## src/rtl/shift_till_one_ctrl_if.sv

```systemverilog
// Request/result bundle for the shift-till-one trailing-zero counter.
// The requester drives the word, abort and result acceptance; the controller drives the rest.
interface shift_till_one_ctrl_if #(
  parameter int W  = 8,
  parameter int CW = $clog2(W) + 1
);
  logic          in_valid;
  logic          in_ready;
  logic [W-1:0]  dat;
  logic          clr;
  logic          out_valid;
  logic          out_ready;
  logic [CW-1:0] cnt;
  logic          zero;
  logic          busy;

  modport master (
    output in_valid, dat, clr, out_ready,
    input  in_ready, out_valid, cnt, zero, busy
  );

  modport slave (
    input  in_valid, dat, clr, out_ready,
    output in_ready, out_valid, cnt, zero, busy
  );
endinterface

```

## src/rtl/shift_till_one_ctrl.sv

```systemverilog
// Sequential trailing-zero counter: shifts the latched word right until bit 0 is set.
// Define SHIFT_TILL_ONE_ZERO_SKIP_EN to send an all-zero word straight to DONE.
module shift_till_one_ctrl #(
  parameter int W  = 8,
  parameter int CW = $clog2(W) + 1
) (
  input  logic                 clk,
  input  logic                 rst_n,
  shift_till_one_ctrl_if.slave bus
);

`ifdef SHIFT_TILL_ONE_ZERO_SKIP_EN
  localparam bit ZERO_SKIP = 1'b1;
`else
  localparam bit ZERO_SKIP = 1'b0;
`endif

  typedef enum logic [1:0] {IDLE, SHIFT, DONE} state_t;

  state_t        state, nstate;
  logic [W-1:0]  sreg;
  logic [CW-1:0] cnt_q;
  logic          zero_q;
  logic          accept, step, dat_zero;

  assign dat_zero = (bus.dat == '0);

  always_ff @(posedge clk or negedge rst_n) begin
    if (!rst_n) state <= IDLE;
    else        state <= nstate;
  end

  // clr overrides everything, including a simultaneous accept or result handshake
  always_comb begin
    nstate = state;
    accept = 1'b0;
    step   = 1'b0;
    case (state)
      IDLE: begin
        if (bus.in_valid) begin
          accept = 1'b1;
          nstate = (ZERO_SKIP && dat_zero) ? DONE : SHIFT;
        end
      end
      SHIFT: begin
        if (sreg[0] || cnt_q == CW'(W)) nstate = DONE;
        else                            step   = 1'b1;
      end
      DONE: begin
        if (bus.out_ready) nstate = IDLE;
      end
      default: nstate = IDLE;
    endcase
    if (bus.clr) begin
      nstate = IDLE;
      accept = 1'b0;
      step   = 1'b0;
    end
  end

  always_ff @(posedge clk or negedge rst_n) begin
    if (!rst_n) begin
      sreg   <= '0;
      cnt_q  <= '0;
      zero_q <= 1'b0;
    end else if (bus.clr) begin
      sreg   <= '0;
      cnt_q  <= '0;
      zero_q <= 1'b0;
    end else if (accept) begin
      sreg   <= bus.dat;
      zero_q <= dat_zero;
      cnt_q  <= (ZERO_SKIP && dat_zero) ? CW'(W) : '0;
    end else if (step) begin
      sreg   <= sreg >> 1;
      cnt_q  <= cnt_q + CW'(1);
    end
  end

  assign bus.in_ready  = (state == IDLE);
  assign bus.out_valid = (state == DONE);
  assign bus.busy      = (state != IDLE);
  assign bus.cnt       = cnt_q;
  assign bus.zero      = zero_q;

endmodule

```

## src/flat_wrapper.sv

```systemverilog
// flat-port wrapper written by rule: the top's interface ports become plain ports
module shift_till_one_ctrl_flat 
#(
  parameter int W  = 8,
  parameter int CW = $clog2(W) + 1
)
  (clk, rst_n, bus_in_valid, bus_dat, bus_clr, bus_out_ready, bus_in_ready, bus_out_valid, bus_cnt, bus_zero, bus_busy);
  shift_till_one_ctrl_if #(.W(W), .CW(CW)) bus_i ();
  input  logic clk;
  input  logic rst_n;
  input wire logic [$bits(bus_i.in_valid)-1:0] bus_in_valid;
  input wire logic [$bits(bus_i.dat)-1:0] bus_dat;
  input wire logic [$bits(bus_i.clr)-1:0] bus_clr;
  input wire logic [$bits(bus_i.out_ready)-1:0] bus_out_ready;
  output wire logic [$bits(bus_i.in_ready)-1:0] bus_in_ready;
  output wire logic [$bits(bus_i.out_valid)-1:0] bus_out_valid;
  output wire logic [$bits(bus_i.cnt)-1:0] bus_cnt;
  output wire logic [$bits(bus_i.zero)-1:0] bus_zero;
  output wire logic [$bits(bus_i.busy)-1:0] bus_busy;
  assign bus_i.in_valid = bus_in_valid;
  assign bus_i.dat = bus_dat;
  assign bus_i.clr = bus_clr;
  assign bus_i.out_ready = bus_out_ready;
  assign bus_in_ready = bus_i.in_ready;
  assign bus_out_valid = bus_i.out_valid;
  assign bus_cnt = bus_i.cnt;
  assign bus_zero = bus_i.zero;
  assign bus_busy = bus_i.busy;
  shift_till_one_ctrl #(.W(W), .CW(CW)) u_core (.clk(clk), .rst_n(rst_n), .bus(bus_i));
endmodule
```

## config.mk

```make
export PLATFORM = sky130hd
export DESIGN_NAME = shift_till_one_ctrl_flat
export DESIGN_NICKNAME = d
export VERILOG_FILES = /design/src/rtl/shift_till_one_ctrl_if.sv /design/src/rtl/shift_till_one_ctrl.sv /design/src/flat_wrapper.sv
export SDC_FILE = /design/constraint.sdc
export NUM_CORES = 1
export LEC_CHECK = 0
export CORE_MARGIN = 2
export CORE_UTILIZATION = 48
export DETAILED_ROUTE_END_ITERATION = 16
export HOLD_SLACK_MARGIN = 0.03
export PLACE_DENSITY = 0.77
export SETUP_SLACK_MARGIN = 0.1
export SYNTH_ARGS = -nofsm -noshare
export SYNTH_HDL_FRONTEND = slang
export SYNTH_SLANG_ARGS = --single-unit
```

## constraint.sdc

```tcl
create_clock -name clk -period 2.1 [get_ports clk]
set_input_delay 0.42 -clock clk [delete_from_list [all_inputs] [get_ports clk]]
set_output_delay 0.42 -clock clk [all_outputs]
set_load 0.02 [all_outputs]
```

==> results of run 1 <==
Yosys cell counts, types with 4 or more instances:
cell type | n | area, µm²
dfrtp_1 | 15 | 375.4
nand2_1 | 9 | 33.78
a2bb2oi_1 | 6 | 52.55
inv_1 | 6 | 22.52
o211ai_1 | 6 | 45.04
o21ai_0 | 6 | 30.03
or4b_1 | 6 | 60.06
a21oi_1 | 5 | 25.02
nand3_1 | 5 | 25.02
clkbuf_1 | 4 | 15.01
path summary, 6_finish.rpt:
path,from,endpoint,slack [ns],cells after the start
worst max-delay path,u_core.state[0],bus_busy,0.17,2
worst min-delay path,rst_n,u_core.bus.cnt[1],0.55,1
worst max register to register,u_core.bus.cnt[0],u_core.bus.cnt[2],0.34,5
worst min register to register,u_core.sreg[7],u_core.sreg[7],0.55,2
max in group asynchronous,rst_n,u_core.sreg[4],1.12,1
min in group clk,u_core.sreg[7],u_core.sreg[7],0.55,2
registers in the layout, summed over array words and instances (netlist names):
| register | cells |
|---|---|
| u_core.bus.cnt | 4 |
| u_core.bus.zero | 1 |
| u_core.sreg | 8 |
| u_core.state | 2 |
worst register-to-register path: stages, from the launching register on:
cell and delay [ns]:
dfrtp_1 0.43, inv_1 0.08, ha_1 0.21, and3b_1 0.30
or4_1 0.51, a21oi_1 0.16
metrics by stage:
| step | instances | power [mW] |
|---|---|---|
| after floorplan | 94 | 0.4387 |
| after detailed placement | 135 | 0.5062 |
| after global routing | 139 | 0.7032 |
| final | 139 | 0.6631 |
| after CTS | 139 | 0.6649 |
| after global placement | 135 | 0.5027 |
power by group through the flow:
stage / registers [mW] / clock network [mW] / logic (mW)
2_1_floorplan: 0.330 / 0 / 0.108
3_3_place_gp: 0.337 / 0 / 0.166
3_5_place_dp: 0.337 / 0 / 0.169
4_1_cts: 0.331 / 0.165 / 0.168
5_1_grt: 0.336 / 0.182 / 0.186
6_report: 0.331 / 0.164 / 0.168
layout make-up:
class                           count  area (µm²)  share of cell area, %
Clock buffer                        4       26.28                  2.295
Sequential cell                    15       375.4                  32.79
Multi-Input combinational cell     67       476.7                  41.64
Timing Repair Buffer               22       212.7                  18.58
Tap cell                           25       31.28                  2.732
Inverter                            6       22.52                  1.967
routing by layer:
metal  global-route usage, %  share of wire [%]
met1                   33.65                 51
met2                   30.81                 44
met3                   2.692                3.9
met4                   7.778               0.65
met5                       0                  0
cell families after synthesis:
kind of cell	Yosys count
simple gates	38
compound gates	26
flops	15
buf+inv	12
fa+ha+maj	2
mux	1
timing repair:
action,CTS,global route
hold buffers,0,0
setup endpoints to repair,2,0
gates resized for setup,2,0
==> impl_metrics.py, run 1 <==
metrics = {
    "critical_path": {
        "start_kind": "flip-flop",
        "cp_top_family": "buffers and inverters",
        "endpoint_kind": "output pin",
        "slowest_stage": "clkdlybuf4s50_1",
        "crit_fanout": 3,
        "cp_slowest_stage_delay_ns": 0.54,
        "crit_chain": "or2_2 > clkdlybuf4s50_1",
        "path_class": "flip-flop to output pin",
        "arrival_ns": 1.51,
        "required_ns": 1.68,
        "crit_buf_inv": 1,
    },
    "power_and_ir_drop": {
        "p_clk_share_pct": 24.8,
        "power.density_nw_per_um2": 579.2,
        "switching_power_mw": 0.1899,
        "power_frac_seq_pct": 50.0,
        "worst_ir_drop_vdd_mv": 0.3905,
        "p_comb_share_pct": 25.3,
        "sw_frac_of_total_pct": 28.63,
        "p_int_mw": 0.4733,
        "p_leak_nw": 0.4740,
    },
    "timing": {
        "hold-worst-slack_ns": 0.5472,
        "clock_skew_ns": 0.001657,
        "worst_pin_slew_ns": 0.6849,
        "fin_crit_ns": 1.930,
        "fin_ws_ns": 0.1703,
        "fin_crit_sh_pct": 91.89,
        "clock.fmax_mhz": 518.2,
        "finalHoldViolations": 0,
        "tns_ns": 0,
        "slew_viol_final": 0,
        "rsz0062_at_grt": "no",
        "setup_viol": 0,
        "max-slew-margin-rel_pct": 54.20,
    },
    "synthesis": {
        "muxShareOfSynthArea_pct": 1.113,
        "ys_seq_area_share_pct": 41.72,
        "async_reset_ff_share_pct": 100.0,
        "synth_edf_count": 0,
        "yosys.area_share.simple_pct": 28.93,
        "synth_cells": 94,
        "synth_nets": 109,
        "synth-compound-area-share_pct": 20.17,
        "ys.flop_type": "dfrtp_1",
        "ys_warn_count": 0,
        "synth-seq-cells": 15,
        "synth_top_family_by_area": "simple AND/OR/NAND/NOR gates",
        "synth-adder-area-share_pct": 2.782,
        "synth.distinct_cells": 31,
        "synth_area_um2": 899.6,
        "syn_avg_cell_area_um2": 9.570,
        "synth-xor-area-share_pct": 0,
    },
    "global_route": {
        "antenna_found_initial": 0,
        "grt_max_degree": 16,
        "grt_usage_pct": 21.78,
        "first_global_vias": 764,
        "grt_overflow_total": 0,
        "grt_first_pass_wirelength_um": 3450,
    },
    "layout": {
        "fillers": 156,
        "fin_util_pct": 65.59,
        "syn_to_final_growth_pct": 27.26,
        "antenna_cells": 0,
        "design_area_um2": 1145,
        "drive_gt1_share_pct": 8.772,
        "final_cell_mix": "clkdlybuf4s50_1 (18), dfrtp_1 (15), nand2_1 (9)",
        "mostFrequentLayoutCell": "clkdlybuf4s50_1",
        "layout.nets": 130,
    },
    "routing": {
        "wl_um": 1990,
        "first_pass_iters": 4,
        "wl_per_cell_um": 14.32,
        "drc": 0,
        "vias": 797,
        "drtIter0Drc": 14,
        "antenna_left": 0,
        "avgViaCountPerCell": 5.734,
    },
    "run": {
        "cap_violations": 0,
    },
    "die": {
        "core_area_um2": 1745,
        "dieArea_um2": 2236,
        "chipWidth_um": 47.29,
        "initial_utilization_pct": 51.54,
        "io_pins": 21,
        "die_h_um": 47.29,
        "num_rows": 15,
    },
    "clocking": {
        "clk_latency_ns": 0.28,
        "cts_setup_buffers": 0,
        "clk_path_buf_depth": 2,
        "clkSlewWorstSetupHoldPaths_ns": 0.09,
        "root_buffer": "clkbuf_4",
        "htreeDepth": 1,
        "cts_tree": "built",
        "cts_made_buffers": 3,
        "cts_sinks": 15,
    },
    "placed_design": {
        "gp_congestion": 0.8475,
        "post-dp-hpwl_um": 1447,
        "dpl_cell_area_um2": 1121,
        "dp_slack_ns": 0.09629,
        "numPortBuffers": 20,
    },
    "run_status": {
        "status": "finished, final reports clean",
    },
    "hold_path": {
        "holdCritPathClass": "primary input to async pin",
    },
}
(Power assumes the default switching activity.)
==> run 2: changes to the inputs <==
--- a/config.mk
+++ b/config.mk
@@ -5,6 +5,7 @@
 export SDC_FILE = /design/constraint.sdc
 export NUM_CORES = 1
 export LEC_CHECK = 0
+export CORE_ASPECT_RATIO = 0.8
 export CORE_MARGIN = 2
 export CORE_UTILIZATION = 48
 export DETAILED_ROUTE_END_ITERATION = 16
@@ -14,3 +15,4 @@
 export SYNTH_ARGS = -nofsm -noshare
 export SYNTH_HDL_FRONTEND = slang
 export SYNTH_SLANG_ARGS = --single-unit
+export TNS_END_PERCENT = 50
==> impl_metrics.py, run 2 (synthesized netlist as in run 1, its figures left out) <==
metrics = {
    "critical_path": {
        "crit_fanout": 3,
        "start_kind": "flip-flop",
        "crit_buf_inv": 1,
        "arrival_ns": 1.52,
        "rr_startpoint": "u_core.bus.cnt[0]",
        "critPathLaunch": "u_core.state[0]",
        "path_class": "flip-flop to output pin",
        "endpoint_kind": "output pin",
        "cp_slowest_stage_delay_ns": 0.54,
        "slowest_stage": "clkdlybuf4s50_1",
        "reg2reg_slack_ns": 0.35,
        "required_ns": 1.68,
        "r2r_cells": 5,
        "crit_chain": "or2_2 > clkdlybuf4s50_1",
        "timing.rr.end": "u_core.bus.cnt[2]",
        "cp_top_family": "buffers and inverters",
    },
    "layout": {
        "largest_reg_flops": 8,
        "multi_input_area_um2": 476.7,
        "syn_to_final_growth_pct": 28.10,
        "fin_util_pct": 68.12,
        "regMostFlops": "u_core.sreg",
        "final_cell_mix": "clkdlybuf4s50_1 (18), dfrtp_1 (15), nand2_1 (9)",
        "mostFrequentLayoutCell": "clkdlybuf4s50_1",
        "seqCellArea_um2": 375.4,
        "layout.nets": 131,
        "drive_gt1_share_pct": 9.565,
        "fillers": 139,
        "antenna_cells": 0,
    },
    "timing": {
        "rsz0062_at_grt": "no",
        "fin_crit_sh_pct": 92.41,
        "finalHoldViolations": 0,
        "setup_viol": 0,
        "clock.fmax_mhz": 515.3,
        "worst_pin_slew_ns": 0.7051,
        "tns_ns": 0,
        "fin_crit_ns": 1.941,
        "slew_viol_final": 0,
        "clock_skew_ns": 0.003050,
        "max-slew-margin-rel_pct": 52.85,
    },
    "clocking": {
        "clk_path_buf_depth": 2,
        "root_buffer": "clkbuf_4",
        "ctsHoldBuffers": 0,
        "cts_tree": "built",
        "cts_setup_buffers": 0,
        "cts_sinks": 15,
        "ctsResizeCount": 1,
        "cts_made_buffers": 3,
        "clkSlewWorstSetupHoldPaths_ns": 0.08,
        "clk_latency_ns": 0.28,
        "htreeDepth": 1,
    },
    "routing": {
        "wl_um": 2151,
        "drc": 0,
        "first_pass_iters": 4,
        "vias": 806,
        "avgViaCountPerCell": 5.883,
        "antenna_left": 0,
        "wl_per_cell_um": 15.70,
        "drtIter0Drc": 27,
    },
    "power_and_ir_drop": {
        "p_comb_share_pct": 25.8,
        "power_frac_seq_pct": 49.8,
        "sw_frac_of_total_pct": 28.80,
        "switching_power_mw": 0.1927,
        "p_clk_share_pct": 24.4,
        "p_int_mw": 0.4763,
        "worst_ir_drop_vdd_mv": 0.3799,
        "power.density_nw_per_um2": 580.5,
        "p_leak_nw": 0.4842,
    },
    "die": {
        "core_area_um2": 1692,
        "chipWidth_um": 52.40,
        "die_h_um": 42.72,
        "initial_utilization_pct": 53.18,
        "io_pins": 21,
        "dieArea_um2": 2239,
        "num_rows": 13,
    },
    "global_route": {
        "grt_usage_pct": 22.39,
        "grt_first_pass_wirelength_um": 3650,
        "antenna_found_initial": 0,
        "grt_max_degree": 16,
        "grt_overflow_total": 0,
        "first_global_vias": 776,
    },
    "run_status": {
        "status": "finished, final reports clean",
    },
    "run": {
        "cap_violations": 0,
    },
    "placed_design": {
        "gp_congestion": 0.7712,
        "numPortBuffers": 20,
        "post-dp-hpwl_um": 1591,
    },
    "hold_path": {
        "holdCritPathClass": "primary input to async pin",
    },
}
-- run 2: worst max path at each step --
stage,end,slack [ns],depth (start not counted)
after floorplan,u_core.sreg[1],0.45,6
after global placement,u_core.sreg[6],0.16,4
after detailed placement,u_core.sreg[3],0.1,4
after CTS,bus_in_ready,0.04,3
after global routing,bus_busy,0.1,2
final,bus_busy,0.16,2
-- run 2: worst register-to-register path, stage by stage (launching register included) --
cell and delay (ns):
dfrtp_1 0.43, inv_1 0.08, ha_1 0.21, and3b_1 0.30, or4_1 0.50, a21oi_1 0.16
-- run 2: power by group through the flow --
| stage | clock network [mW] | registers [mW] | logic [mW] |
|---|---|---|---|
| final | 0.163 | 0.333 | 0.173 |
| after global routing | 0.180 | 0.336 | 0.190 |
| after CTS | 0.168 | 0.332 | 0.173 |
| after detailed placement | 0 | 0.338 | 0.173 |
| after global placement | 0 | 0.337 | 0.169 |
| after floorplan | 0 | 0.330 | 0.108 |
-- run 2: metrics by stage --
step                instances  cell area [µm²]  setup WS [ns]  hold WS, ns  total power [mW]
floorplan                  94            899.6         0.4487       0.1244            0.4387
global placement          133             1125         0.1579       0.5206            0.5062
detailed placement        133             1125        0.09910       0.5324            0.5102
CTS                       137             1150        0.04315       0.5508            0.6739
global route              137             1152        0.09591       0.5771            0.7059
finish                    137             1152         0.1593       0.5508            0.6690
-- run 2: final cells by class --
class / instances / area share [%]
Sequential cell: 15 / 32.57
Timing Repair Buffer: 23 / 19.44
Tap cell: 22 / 2.389
Clock buffer: 4 / 2.280
Multi-Input combinational cell: 67 / 41.37
Inverter: 6 / 1.954
-- run 2: routing by layer --
| layer | track usage (%) | part of all wire (%) | up-vias | wire length [µm] |
|---|---|---|---|---|
| li1 | - | - | 391 | - |
| met1 | 33.11 | 48 | 389 | 1030 |
| met2 | 30.00 | 45 | 24 | 966 |
| met3 | 8.099 | 6.2 | 2 | 134 |
| met4 | 7.179 | 0.98 | 0 | 21 |
| met5 | 0 | 0 | - | 0 |
